**src/rtl/mem_responder_if.sv**
```systemverilog
// RAM-side bus of mem_responder: one single-port request/acknowledge channel.
// The responder is the master; the RAM (or its model) is the slave.
interface mem_responder_if #(
  parameter int ADDR_W = 18
);
  logic              ram_req;
  logic [3:0]        ram_we;
  logic [ADDR_W-1:0] ram_addr;
  logic [31:0]       ram_wdata;
  logic              ram_ack;
  logic [31:0]       ram_rdata;

  modport master (
    output ram_req, ram_we, ram_addr, ram_wdata,
    input  ram_ack, ram_rdata
  );

  modport slave (
    input  ram_req, ram_we, ram_addr, ram_wdata,
    output ram_ack, ram_rdata
  );
endinterface

```
**src/rtl/mem_responder.sv**
```systemverilog
// Serializes a CPU access bundle (read0, read1, optional write) onto one RAM port.
// Optional feature: define MEM_RESPONDER_DEDUP_EN to skip a second read of the same address.
module mem_responder #(
  parameter int ADDR_W = 18
) (
  input  logic              clk,
  input  logic              rst_n,
  input  logic [ADDR_W-1:0] raddr0,
  output logic [31:0]       rdata0,
  input  logic [ADDR_W-1:0] raddr1,
  output logic [31:0]       rdata1,
  input  logic [3:0]        wen,
  input  logic [ADDR_W-1:0] waddr,
  input  logic [31:0]       wdata,
  output logic              clk_en,
  mem_responder_if.master   mem
);

  typedef enum logic [2:0] {
    CAPTURE,
    RD0,
    RD1,
    WR,
    RELEASE
  } state_t;

  state_t            state;
  logic [ADDR_W-1:0] raddr1_p0;
  logic [3:0]        wen_p0;
  logic [ADDR_W-1:0] waddr_p0;
  logic [31:0]       wdata_p0;
  logic              skip_rd1;

  // Capture stage: bundle operands are data, so they carry no reset.
  always_ff @(posedge clk) begin
    if (state == CAPTURE) begin
      raddr1_p0 <= raddr1;
      wen_p0    <= wen;
      waddr_p0  <= waddr;
      wdata_p0  <= wdata;
    end
  end

`ifdef MEM_RESPONDER_DEDUP_EN
  // Only consulted in RD0, where ram_addr still holds the latched raddr0.
  assign skip_rd1 = (raddr1_p0 == mem.ram_addr);
`else
  assign skip_rd1 = 1'b0;
`endif

  // Request stage: every bus output is a register, so a request is held
  // unchanged until the cycle in which ram_ack completes it.
  always_ff @(posedge clk or negedge rst_n) begin
    if (!rst_n) begin
      state         <= CAPTURE;
      clk_en        <= 1'b0;
      mem.ram_req   <= 1'b0;
      mem.ram_we    <= 4'd0;
      mem.ram_addr  <= '0;
      mem.ram_wdata <= 32'd0;
      rdata0        <= 32'd0;
      rdata1        <= 32'd0;
    end else begin
      case (state)
        CAPTURE: begin
          mem.ram_req  <= 1'b1;
          mem.ram_we   <= 4'd0;
          mem.ram_addr <= raddr0;
          state        <= RD0;
        end

        RD0, RD1: begin
          if (mem.ram_ack) begin
            if (state == RD0) rdata0 <= mem.ram_rdata;
            if (state == RD1 || skip_rd1) rdata1 <= mem.ram_rdata;

            if (state == RD0 && !skip_rd1) begin
              mem.ram_addr <= raddr1_p0;
              state        <= RD1;
            end else if (wen_p0 != 4'd0) begin
              mem.ram_we    <= wen_p0;
              mem.ram_addr  <= waddr_p0;
              mem.ram_wdata <= wdata_p0;
              state         <= WR;
            end else begin
              mem.ram_req <= 1'b0;
              clk_en      <= 1'b1;
              state       <= RELEASE;
            end
          end
        end

        WR: begin
          if (mem.ram_ack) begin
            mem.ram_req <= 1'b0;
            mem.ram_we  <= 4'd0;
            clk_en      <= 1'b1;
            state       <= RELEASE;
          end
        end

        RELEASE: begin
          clk_en <= 1'b0;
          state  <= CAPTURE;
        end

        default: begin
          mem.ram_req <= 1'b0;
          mem.ram_we  <= 4'd0;
          clk_en      <= 1'b0;
          state       <= CAPTURE;
        end
      endcase
    end
  end

endmodule

```
**src/flat_wrapper.sv**
```systemverilog
// flat-port wrapper written by rule: the top's interface ports become plain ports
module mem_responder_flat 
#(
  parameter int ADDR_W = 18
)
  (clk, rst_n, raddr0, rdata0, raddr1, rdata1, wen, waddr, wdata, clk_en, mem_ram_req, mem_ram_we, mem_ram_addr, mem_ram_wdata, mem_ram_ack, mem_ram_rdata);
  mem_responder_if #(.ADDR_W(ADDR_W)) mem_i ();
  input  logic clk;
  input  logic rst_n;
  input  logic [ADDR_W-1:0] raddr0;
  output logic [31:0] rdata0;
  input  logic [ADDR_W-1:0] raddr1;
  output logic [31:0] rdata1;
  input  logic [3:0] wen;
  input  logic [ADDR_W-1:0] waddr;
  input  logic [31:0] wdata;
  output logic clk_en;
  output wire logic [$bits(mem_i.ram_req)-1:0] mem_ram_req;
  output wire logic [$bits(mem_i.ram_we)-1:0] mem_ram_we;
  output wire logic [$bits(mem_i.ram_addr)-1:0] mem_ram_addr;
  output wire logic [$bits(mem_i.ram_wdata)-1:0] mem_ram_wdata;
  input wire logic [$bits(mem_i.ram_ack)-1:0] mem_ram_ack;
  input wire logic [$bits(mem_i.ram_rdata)-1:0] mem_ram_rdata;
  assign mem_ram_req = mem_i.ram_req;
  assign mem_ram_we = mem_i.ram_we;
  assign mem_ram_addr = mem_i.ram_addr;
  assign mem_ram_wdata = mem_i.ram_wdata;
  assign mem_i.ram_ack = mem_ram_ack;
  assign mem_i.ram_rdata = mem_ram_rdata;
  mem_responder #(.ADDR_W(ADDR_W)) u_core (.clk(clk), .rst_n(rst_n), .raddr0(raddr0), .rdata0(rdata0), .raddr1(raddr1), .rdata1(rdata1), .wen(wen), .waddr(waddr), .wdata(wdata), .clk_en(clk_en), .mem(mem_i));
endmodule
```
**config.mk**
```make
export PLATFORM = sky130hd
export DESIGN_NAME = mem_responder_flat
export DESIGN_NICKNAME = d
export VERILOG_FILES = /design/src/rtl/mem_responder_if.sv /design/src/rtl/mem_responder.sv /design/src/flat_wrapper.sv
export SDC_FILE = /design/constraint.sdc
export NUM_CORES = 1
export LEC_CHECK = 0
export ABC_CLOCK_PERIOD_IN_PS = 6050
export BUFFER_PORTS_ARGS = -buffer_cell sky130_fd_sc_hd__buf_2
export CORE_MARGIN = 4
export CORE_UTILIZATION = 37
export CTS_BUF_LIST = sky130_fd_sc_hd__clkbuf_8
export DETAILED_ROUTE_END_ITERATION = 6
export PLACE_DENSITY = 0.66
export SETUP_SLACK_MARGIN = 0.15
export SYNTH_ARGS = -nofsm -noshare
export SYNTH_HDL_FRONTEND = slang
export SYNTH_SLANG_ARGS = --single-unit
```
**constraint.sdc**
```tcl
create_clock -name clk -period 6.05 [get_ports clk]
set_input_delay 0.605 -clock clk [delete_from_list [all_inputs] [get_ports clk]]
set_output_delay 0.605 -clock clk [all_outputs]
set_load 0.03 [all_outputs]
```
==> results of run 1 <==
-- power by group through the flow --
| stage | Clock (mW) | Sequential [mW] | Combinational [mW] |
|---|---|---|---|
| 6_report | 0.766 | 2.31 | 2.70 |
| 5_1_grt | 0.849 | 2.38 | 2.86 |
| 4_1_cts | 0.798 | 2.31 | 2.73 |
| 3_5_place_dp | 0 | 2.34 | 2.74 |
| 3_3_place_gp | 0 | 2.31 | 2.67 |
| 2_1_floorplan | 0 | 3.11 | 1.21 |
-- layout by cell type, fill, tap and decap left out, drive strengths merged, types with 4 or more instances in the layout --
cell type and instances:
edfxtp 72, buf 249, inv 11, o22a 18, mux2 96, o21ai 4
clkbuf 18, a21oi 22, nor3 4, nor2 22, dfrtp 123, o22ai 18
a22o 4
-- per-stage QoR --
stage / cell area (um2) / util / instances
global route: 9110 / 0.468 / 947
CTS: 9110 / 0.468 / 947
detailed placement: 8760 / 0.450 / 915
finish: 9110 / 0.468 / 947
floorplan: 7300 / - / 423
global placement: 8760 / 0.450 / 915
-- registers in the layout, summed over array words and instances, names as in the netlist --
name and count:
u_core.mem.ram_wdata 32, u_core.state 3, u_core.waddr_p0 18, u_core.raddr1_p0 18, u_core.mem.ram_we 4, u_core.mem.ram_addr 18, u_core.mem.ram_req 1, u_core.rdata0 32
u_core.rdata1 32, u_core.clk_en 1, u_core.wen_p0 4, u_core.wdata_p0 32
-- worst reg2reg max path, cell delays in order, from the launching register on --
cell and delay, ns:
sky130_fd_sc_hd__dfrtp_1 0.63, sky130_fd_sc_hd__nand2b_1 0.56, sky130_fd_sc_hd__a21oi_2 1.06, sky130_fd_sc_hd__nand3_4 0.75, sky130_fd_sc_hd__mux2_4 0.53
-- final timing paths --
check / startpoint / endpoint / cells after the start
worst max-delay path: u_core.state[0]$_DFFE_PN0P_ / u_core.mem.ram_wdata[3]$_DFFE_PN0P_ / 4
max in group asynchronous: rst_n / u_core.rdata1[22]$_DFFE_PN0P_ / 2
worst min register to register: u_core.wdata_p0[7]$_DFFE_PP_ / u_core.mem.ram_wdata[7]$_DFFE_PN0P_ / 1
worst max register to register: u_core.state[0]$_DFFE_PN0P_ / u_core.mem.ram_wdata[3]$_DFFE_PN0P_ / 4
min in group clk: wdata[26] / u_core.wdata_p0[26]$_DFFE_PP_ / 1
worst min-delay path: rst_n / u_core.rdata0[24]$_DFFE_PN0P_ / 1
-- cell families (layout without fill, tap and decap cells) --
| family | after synthesis | after routing | synth area share |
|---|---|---|---|
| AO/OA/AOI/OAI | 71 | 71 | 0.0687 |
| buffers and inverters | 24 | 283 | 0.0221 |
| flip-flops | 195 | 195 | 0.718 |
| multiplexers | 96 | 96 | 0.164 |
| AND/OR/NAND/NOR | 37 | 37 | 0.0276 |
-- layout make-up --
type | count | area (um2) | share of cell area
tap | 265 | 332 | 0.0364
clock inverter | 14 | 105 | 0.0115
clock buffer | 18 | 248 | 0.0272
inverter | 2 | 7.51 | 0.000824
multi-input combinational | 204 | 1920 | 0.211
sequential | 195 | 5240 | 0.575
timing repair buffer | 249 | 1260 | 0.138
-- per-layer routing --
layer | wire (um) | global-route usage
met5 | 0 | 0
met4 | 318 | 0.0517
met3 | 1180 | 0.0405
met2 | 8160 | 0.247
met1 | 6710 | 0.183
==> reports/qor.yml, run 1 <==
async_reset_ff_frac: 0.631
route.vias.total: 4534
drt_iter0_drc: 108
clock_network_latency_to_the_later_pin_of_the_worst_skew_pair_ns: 0.45
cts_setup_buffers: 0
critical_path.top_delay_family: "simple AND/OR/NAND/NOR gates"
syn_nets: 548
antenna_cells_inserted: 0
switching_power_mw: 2.43
cellInternalPower_mw: 3.34
synthTopCellsByCount: "123 x sky130_fd_sc_hd__dfrtp_1, 72 x sky130_fd_sc_hd__edfxtp_1, 66 x sky130_fd_sc_hd__mux2_2, 30 x sky130_fd_sc_hd__mux2_4, 22 x sky130_fd_sc_hd__nor2_1"
final.setup.tns_ns: 0
clock_path_buffers: 2
finalHoldWorstSlack_ns: 0.184
power_dens_cells_mw_per_mm2: 633
dr.pass1.iters: 4
ys_top_cells_by_area: "sky130_fd_sc_hd__dfrtp_1 42%, sky130_fd_sc_hd__edfxtp_1 30%, sky130_fd_sc_hd__mux2_2 10%, sky130_fd_sc_hd__mux2_4 6.2%, sky130_fd_sc_hd__o22a_1 2.2%"
clkSlewWorstSetupHoldPaths_ns: 0.09
grt_antenna_before_repair: 0
via_per_inst: 4.79
hold_buffers: 0
synth-warning-count: 0
final_min_period_over_clock_period: 0.601
synthesis.instances: 423
final.min_clock_period_ns: 3.64
clkPwrFrac: 0.133
post_cts_resize_count: 0
fp.dieArea_mm2: 0.0220
synth_edf_count: 72
worst-setup-path-type: "flop to flop"
ys_dominant_reg_cell: "sky130_fd_sc_hd__dfrtp_1"
drt.antenna.violating_nets: 0
grt_first_pass_wirelength_um: 25400
arrival_ns: 3.96
final_max_slew_viol_count: 0
grt_max_degree: 75
post_synth_num_cell_types: 31
layout-drive-gt1-share: 0.565
end_kind: "flop"
core_area_mm2: 0.0195
worst_clock_skew_on_the_final_layout_ns: 0.0169
yosysSeqAreaShare: 0.718
timing.max_cap.violations: 0
finish.net_count: 794
die-height_um: 148
cts_htree_levels: 4
synth-seq-cells: 195
switching_fraction: 0.421
timing.final.setup_violations: 0
floorplan.io_pins: 245
maximum_clock_frequency_mhz: 275
seq_power_share: 0.400
grt_use_total: 0.147
path_cells: "nand2b_1 > a21oi_2 > nand3_4 > mux2_4"
synthDominantAreaCellType: "sky130_fd_sc_hd__dfrtp_1"
most_frequent_cell_after_synthesis: "sky130_fd_sc_hd__dfrtp_1"
first_global_vias: 4935
cp.required_ns: 6.38
synth_area_per_cell_um2: 17.3
synth.cell_area_mm2: 0.00730
initial_core_util: 0.375
routabilityCongestion: 0.793
grt_setup_unrepaired: "false"
holdCritPathClass: "input port to asynchronous set/reset pin"
drt_drc_violations_left: 0
worst_slack_ns: 2.41
slowest_stage: "sky130_fd_sc_hd__a21oi_2"
worst_path_largest_cell_delay_ns: 1.06
fill_cells: 1706
ir_worst_vdd_uv: 212
run_status: "finished, final reports clean"
fp.dieW_um: 148
final-hold-violation-count: 0
yosysTopAreaCellShare: 0.422
power.combinational.fraction: 0.467
clock_sinks: 195
timing.critical_path.fanout_max: 32
cts_root_buffer: "sky130_fd_sc_hd__clkbuf_8"
cp_num_buf_inv: 0
rrSetupSlack_ns: 2.41
std_cell_rows: 51
totalPowerFinal_mw: 5.77
critPathLaunchType: "flop"
max_slew.worst_pin.slew_ns: 1.10
p_leak_nw: 4.05
clock_tree_from_tritoncts: "done"
wire_length_per_cell_after_detailed_routing_um: 17.3
half_perimeter_wire_length_after_detailed_placement_um: 11800
cts_made_buffers: 17
route.final.wire_length_um: 16400
relSlewSlack: 0.269
syn_to_final_growth_pct: 24.9
grt_remaining_overflow: 0
placement.io_buffers: 244
post-place-ws_ns: 2.40
(Power assumes the default switching activity.)
==> run 2, diff against run 1 <==
Settings changed: ABC_CLOCK_PERIOD_IN_PS 6050 to 2950, PLACE_DENSITY 0.66 to 0.68.
Clock period 6.05 ns to 2.95 ns, I/O delays scaled along.
==> reports/qor.yml, run 2 (same netlist as run 1, synthesis figures left out) <==
finish.cell_count_without_fillers: 1024  # +8.1%
finish.net_count: 871  # +9.7%
worst_clock_skew_on_the_final_layout_ns: 0.0131  # -0.00381 ns
initial_core_util: 0.375  # unchanged
grt_setup_unrepaired: "false"
timing.final.setup_violations: 0  # unchanged
maximum_clock_frequency_mhz: 451  # +64%
worst-setup-path-type: "flop to flop"
via_per_inst: 4.68  # -2.2%
std_cell_rows: 51  # unchanged
half_perimeter_wire_length_after_detailed_placement_um: 11800  # -0.15%
path_cells: "nor2b_1 > o31ai_4 > nand3_4 > mux2_4"
first_global_vias: 5234  # +6.1%
fp.dieArea_mm2: 0.0220  # unchanged
final.min_clock_period_ns: 2.22  # -1.42 ns
final_min_period_over_clock_period: 0.751  # +0.150
core_area_mm2: 0.0195  # unchanged
drt.antenna.violating_nets: 0  # unchanged
cp.required_ns: 3.29  # -3.09 ns
clkSlewWorstSetupHoldPaths_ns: 0.11  # +0.02 ns
run_status: "finished, final reports clean"
die-height_um: 148  # unchanged
power_dens_cells_mw_per_mm2: 1230  # +95%
critPathLaunchType: "flop"
hp-start: "mem_ram_rdata[18]"
slowest_stage: "sky130_fd_sc_hd__dfrtp_1"
clock_sinks: 195  # unchanged
ir_worst_vdd_uv: 566  # +170%
final_max_slew_viol_count: 0  # unchanged
timing.max_cap.violations: 0  # unchanged
most_frequent_cells_in_the_layout: "243 x sky130_fd_sc_hd__buf_2, 123 x sky130_fd_sc_hd__dfrtp_1, 73 x sky130_fd_sc_hd__dlygate4sd3_1, 72 x sky130_fd_sc_hd__edfxtp_1, 66 x sky130_fd_sc_hd__mux2_2"
syn_to_final_growth_pct: 36.8
max_slew.worst_pin.slew_ns: 1.23  # +0.131 ns
wire_length_per_cell_after_detailed_routing_um: 16.9  # -1.9%
route.final.wire_length_um: 17400  # +6.0%
dr.pass1.iters: 4  # unchanged
worst_path_largest_cell_delay_ns: 0.55  # -0.51 ns
hold_depth: 2
clock_tree_from_tritoncts: "done"
fp.dieW_um: 148  # unchanged
floorplan.io_pins: 245  # unchanged
reg2reg_from: "u_core.state[0]$_DFFE_PN0P_"
clock_network_latency_to_the_later_pin_of_the_worst_skew_pair_ns: 0.45  # about the same
timing.reg2reg.worst_path_depth: 4  # unchanged
placement.io_buffers: 244  # unchanged
seqCellArea_mm2: 0.00524  # unchanged
dpl.cell_count: 919  # +0.44%
route.vias.total: 4795  # +5.8%
min_to: "u_core.rdata1[18]$_DFFE_PN0P_"
timing.critical_path.fanout_max: 32  # unchanged
arrival_ns: 2.55  # -1.41 ns
cts_root_buffer: "sky130_fd_sc_hd__clkbuf_8"
grt_remaining_overflow: 0  # unchanged
grt_max_degree: 82  # +9.3%
totalPowerFinal_mw: 12.3  # +110%
cts_htree_levels: 4  # unchanged
grt_use_total: 0.158  # +0.0116
worstSetupStartpoint: "u_core.state[0]$_DFFE_PN0P_"
routabilityCongestion: 0.739  # -6.8%
layout_commonest_cell: "sky130_fd_sc_hd__buf_2"
multiInputGateArea_mm2: 0.00192  # unchanged
final-hold-violation-count: 0  # unchanged
end_kind: "flop"
cts_made_buffers: 17  # unchanged
clock_path_buffers: 2  # unchanged
fill_cells: 1640  # -3.9%
drt_iter0_drc: 147  # +36%
cts_setup_buffers: 0  # unchanged
p_leak_nw: 4.42  # +9.1%
grt_first_pass_wirelength_um: 27200  # +7.0%
holdCritPathClass: "input port to flop"
relSlewSlack: 0.181  # -0.0874
final.setup.tns_ns: 0  # unchanged
layout-drive-gt1-share: 0.515  # -0.0494
timing.rr.end: "u_core.mem.ram_wdata[22]$_DFFE_PN0P_"
grt_antenna_before_repair: 0  # unchanged
rrSetupSlack_ns: 0.73  # -1.68 ns
drt_drc_violations_left: 0  # unchanged
antenna_cells_inserted: 0  # unchanged
-- run 2: cell count changes in the layout (fill, tap and decap cells not counted), moves of 2 or more --
cell | before | now
sky130_fd_sc_hd__dlygate4sd3_1 | 0 | 73
sky130_fd_sc_hd__clkinvlp_4 | 2 | 0
sky130_fd_sc_hd__bufinv_16 | 0 | 3
sky130_fd_sc_hd__inv_1 | 4 | 2
sky130_fd_sc_hd__clkinv_2 | 2 | 0
sky130_fd_sc_hd__buf_4 | 6 | 9
sky130_fd_sc_hd__clkinv_8 | 0 | 2
-- run 2: stage by stage --
| stage | hold WS [ns] | worst slack [ns] | utilization | area, um2 |
|---|---|---|---|---|
| floorplan | -0.000591 | 0.695 | - | 7310 |
| global placement | 0.314 | 0.801 | 0.452 | 8800 |
| detailed placement | 0.334 | 0.704 | 0.452 | 8800 |
| CTS | 0.0300 | 0.684 | 0.513 | 9980 |
| global route | 0.0234 | 0.584 | 0.513 | 9980 |
| finish | 0.0789 | 0.734 | 0.513 | 9980 |
-- run 2: metal layers --
metal  GRT usage  share of wire
met1       0.187           0.41
met2       0.274           0.50
met3      0.0500          0.072
met4      0.0536          0.013
met5           0              0
-- run 2: worst max-delay path, delay by kind of cell (launching register included) --
family,cells,cell delay [ns]
compound gates,1,0.25
mux,1,0.50
flops,1,0.55
simple gates,2,0.77
-- run 2: cell type report --
type | count | share of cell area
clock inverter | 15 | 0.0216
inverter | 2 | 0.000752
timing repair buffer | 326 | 0.204
multi-input combinational | 204 | 0.192
sequential | 195 | 0.525
clock buffer | 17 | 0.0234
tap | 265 | 0.0332
-- run 2: repair_timing --
action,4_1_cts,5_1_grt
setup endpoints to repair,0,0
hold buffers,73,0
gates resized for setup,0,0
hold endpoints to repair,114,0
-- run 2: where the power goes --
group          switching (mW)  internal, mW
registers               0.614          4.12
clock network            1.03         0.887
logic                    3.47          2.20
total                    5.12          7.21
-- run 2: worst max-delay path by stage --
stage / slack, ns / to / cells after the start
6_report: 0.73 / u_core.mem.ram_wdata[22]$_DFFE_PN0P_ / 4
5_1_grt: 0.58 / u_core.mem.ram_wdata[22]$_DFFE_PN0P_ / 4
4_1_cts: 0.68 / u_core.mem.ram_wdata[30]$_DFFE_PN0P_ / 4
3_5_place_dp: 0.70 / u_core.mem.ram_wdata[30]$_DFFE_PN0P_ / 4
3_3_place_gp: 0.80 / u_core.mem.ram_wdata[20]$_DFFE_PN0P_ / 4
2_1_floorplan: 0.69 / u_core.raddr1_p0[0]$_DFFE_PP_ / 2
==> run 3, diff against run 2 <==
Settings changed: ABC_AREA set to 1, ABC_CLOCK_PERIOD_IN_PS 2950 to 1800.
Clock period 2.95 ns to 1.8 ns, I/O delays scaled along.
==> reports/qor.yml, run 3 <==
grt_first_pass_wirelength_um: 31000  # +14%
worstSetupStartpoint: "u_core.state[2]$_DFFE_PN0P_"
cp.required_ns: 1.94  # -1.35 ns
synthTopCellsByCount: "267 x sky130_fd_sc_hd__nand2_1, 123 x sky130_fd_sc_hd__dfrtp_1, 73 x sky130_fd_sc_hd__inv_1, 73 x sky130_fd_sc_hd__nand3_1, 72 x sky130_fd_sc_hd__edfxtp_1"
grt_use_total: 0.177  # +0.0183
utilization: 0.544  # +0.0313
syn_to_final_growth_pct: 43.3
seq_power_share: 0.377  # -0.007
drt_drc_violations_left: 0  # unchanged
worst-setup-path-type: "flop to flop"
layout-drive-gt1-share: 0.277  # -0.238
route.final.wire_length_um: 19600  # +13%
synth_area_per_cell_um2: 10.3  # -40%
ir_worst_vdd_uv: 774  # +37%
synth.cell_area_mm2: 0.00749  # +2.6%
final.min_clock_period_ns: 1.51  # -0.710 ns
most_frequent_cells_in_the_layout: "266 x sky130_fd_sc_hd__nand2_1, 243 x sky130_fd_sc_hd__buf_2, 123 x sky130_fd_sc_hd__dfrtp_1, 115 x sky130_fd_sc_hd__dlygate4sd3_1, 74 x sky130_fd_sc_hd__inv_1"
finish.net_count: 1213  # +39%
timing.max_cap.violations: 0  # unchanged
drt.antenna.violating_nets: 0  # unchanged
half_perimeter_wire_length_after_detailed_placement_um: 12200  # +3.7%
critPathLaunchType: "flop"
max_slew.worst_pin.slew_ns: 0.683  # -0.545 ns
cts_made_buffers: 17  # unchanged
clkSlewWorstSetupHoldPaths_ns: 0.09  # -0.02 ns
switching_power_mw: 8.62  # +69%
clkPwrFrac: 0.164  # +0.008
final_max_slew_viol_count: 0  # unchanged
slowest_stage: "sky130_fd_sc_hd__dfrtp_1"
route.vias.total: 6105  # +27%
first_global_vias: 6180  # +18%
power.combinational.fraction: 0.458  # -0.002
final_min_period_over_clock_period: 0.837  # +0.0856
power_dens_cells_mw_per_mm2: 1820  # +48%
final-hold-violation-count: 0  # unchanged
initial_core_util: 0.380  # +0.00492
synth-seq-cells: 195  # unchanged
cts_root_buffer: "sky130_fd_sc_hd__clkbuf_8"
grt_antenna_before_repair: 1  # +1
end_kind: "flop"
die-height_um: 150  # +1.2%
grt_remaining_overflow: 0  # unchanged
cts_htree_levels: 4  # unchanged
core_area_mm2: 0.0197  # +1.3%
std_cell_rows: 51  # unchanged
arrival_ns: 1.65  # -0.90 ns
holdCritPathClass: "input port to flop"
timing.reg2reg.worst_path_depth: 5  # +1
floorplan.io_pins: 245  # unchanged
routabilityCongestion: 0.771  # +4.3%
timing.rr.end: "u_core.wdata_p0[25]$_DFFE_PP_"
syn_nets: 853  # +56%
cts_setup_buffers: 0  # unchanged
yosysTopAreaCellShare: 0.411  # -0.0108
synthesis.instances: 728  # +72%
timing.critical_path.fanout_max: 39  # +22%
post_synth_num_cell_types: 18  # -42%
critical_path.endpoint: "u_core.wdata_p0[25]$_DFFE_PP_"
relSlewSlack: 0.544  # +0.363
fp.dieW_um: 150  # +1.2%
rrSetupSlack_ns: 0.29  # -0.44 ns
grt_max_degree: 124  # +51%
layout_commonest_cell: "sky130_fd_sc_hd__nand2_1"
clock_sinks: 195  # unchanged
p_leak_nw: 5.53  # +25%
timing.final.setup_violations: 0  # unchanged
most_frequent_cell_after_synthesis: "sky130_fd_sc_hd__nand2_1"
worst_path_largest_cell_delay_ns: 0.44  # -0.11 ns
async_reset_ff_frac: 0.631  # unchanged
grt_setup_unrepaired: "false"
placement.io_buffers: 244  # unchanged
worst_clock_skew_on_the_final_layout_ns: 0.0124  # -0.000660 ns
yosysSeqAreaShare: 0.700  # -0.0185
finalHoldWorstSlack_ns: 0.0368  # -0.0421 ns
clock_network_latency_to_the_later_pin_of_the_worst_skew_pair_ns: 0.45  # about the same
reg2reg_from: "u_core.state[2]$_DFFE_PN0P_"
via_per_inst: 4.47  # -4.6%
ys_top_cells_by_area: "sky130_fd_sc_hd__dfrtp_1 41%, sky130_fd_sc_hd__edfxtp_1 29%, sky130_fd_sc_hd__nand2_1 13%, sky130_fd_sc_hd__nand3_1 4.9%, sky130_fd_sc_hd__inv_1 3.7%"
path_cells: "nor2_2 > buf_4 > nand2_4 > clkinvlp_4 > buf_12"
synth-warning-count: 0  # unchanged
synth_edf_count: 72  # unchanged
clock_tree_from_tritoncts: "done"
cellInternalPower_mw: 10.9  # +52%
synthDominantAreaCellType: "sky130_fd_sc_hd__dfrtp_1"
maximum_clock_frequency_mhz: 664  # +47%
fp.dieArea_mm2: 0.0226  # +2.5%
clock_path_buffers: 2  # unchanged
switching_fraction: 0.441  # +0.0259
dr.pass1.iters: 6  # +2
run_status: "finished, final reports clean"
hp-start: "raddr0[9]"
ys_dominant_reg_cell: "sky130_fd_sc_hd__dfrtp_1"
drt_iter0_drc: 275  # +87%
wire_length_per_cell_after_detailed_routing_um: 14.4  # -15%
-- run 3: worst max-delay path, delay by kind of cell, from the launching register on --
kind                   cells  cell delay [ns]
DFF                        1             0.44
and+or+nand+nor            2             0.23
buffers and inverters      3             0.52
-- run 3: metal layers --
metal,global-route usage,share of wire
met4,0.0782,0.028
met1,0.205,0.40
met3,0.0452,0.061
met2,0.308,0.51
met5,0,0.00036
-- run 3: kinds of logic after synthesis --
kind of cell           count (synthesis)  synth area share
AND/OR/NAND/NOR                      351             0.191
flip-flops                           195             0.700
buffers and inverters                112            0.0605
AO/OA/AOI/OAI                         70            0.0493
-- run 3: worst min-delay path by stage --
stage	endpoint	slack, ns	depth (start not counted)
3_3_place_gp	u_core.mem.ram_wdata[20]$_DFFE_PN0P_	0.34	2
3_5_place_dp	u_core.mem.ram_wdata[13]$_DFFE_PN0P_	0.35	2
5_1_grt	u_core.mem.ram_addr[12]$_DFFE_PN0P_	0.02	5
6_report	u_core.mem.ram_addr[9]$_DFFE_PN0P_	0.04	5
4_1_cts	u_core.mem.ram_addr[9]$_DFFE_PN0P_	0.0006	5
2_1_floorplan	u_core.clk_en$_DFFE_PN0P_	-0.12	0
-- run 3: per-stage QoR --
stage                     worst slack, ns  instances  TNS [ns]  power, mW  area (um2)
after floorplan                    -0.313        728    -22.78       13.4        7510
after global placement              0.273       1219         0       16.1        9120
after detailed placement            0.148       1219         0       16.3        9120
after CTS                           0.278       1366         0       19.7       10700
after global routing                0.176       1366         0       20.9       10700
final                               0.294       1367         0       19.5       10700
-- run 3: final cells by class --
cell class | count | area (um2)
Clock inverter | 14 | 205
Antenna cell | 1 | 2.50
Tap cell | 265 | 332
Inverter | 79 | 300
Timing Repair Buffer | 374 | 2590
Fill cell | 1699 | 8980
Sequential cell | 195 | 5240
Multi-Input combinational cell | 421 | 1820
Clock buffer | 18 | 248
-- run 3: power groups by stage --
stage | combinational (mW) | sequential [mW] | clock [mW]
6_report | 8.96 | 7.37 | 3.21
5_1_grt | 9.83 | 7.57 | 3.50
2_1_floorplan | 3.53 | 9.86 | 0
3_5_place_dp | 8.83 | 7.43 | 0
4_1_cts | 9.05 | 7.36 | 3.31
3_3_place_gp | 8.66 | 7.43 | 0
-- run 3: what timing repair did --
| action | 4_1_cts | 5_1_grt |
|---|---|---|
| setup endpoints to repair | 13 | 0 |
| endpoints found under the hold margin | 267 | 0 |
| hold buffers | 115 | 0 |
| gates resized for setup | 1 | 0 |
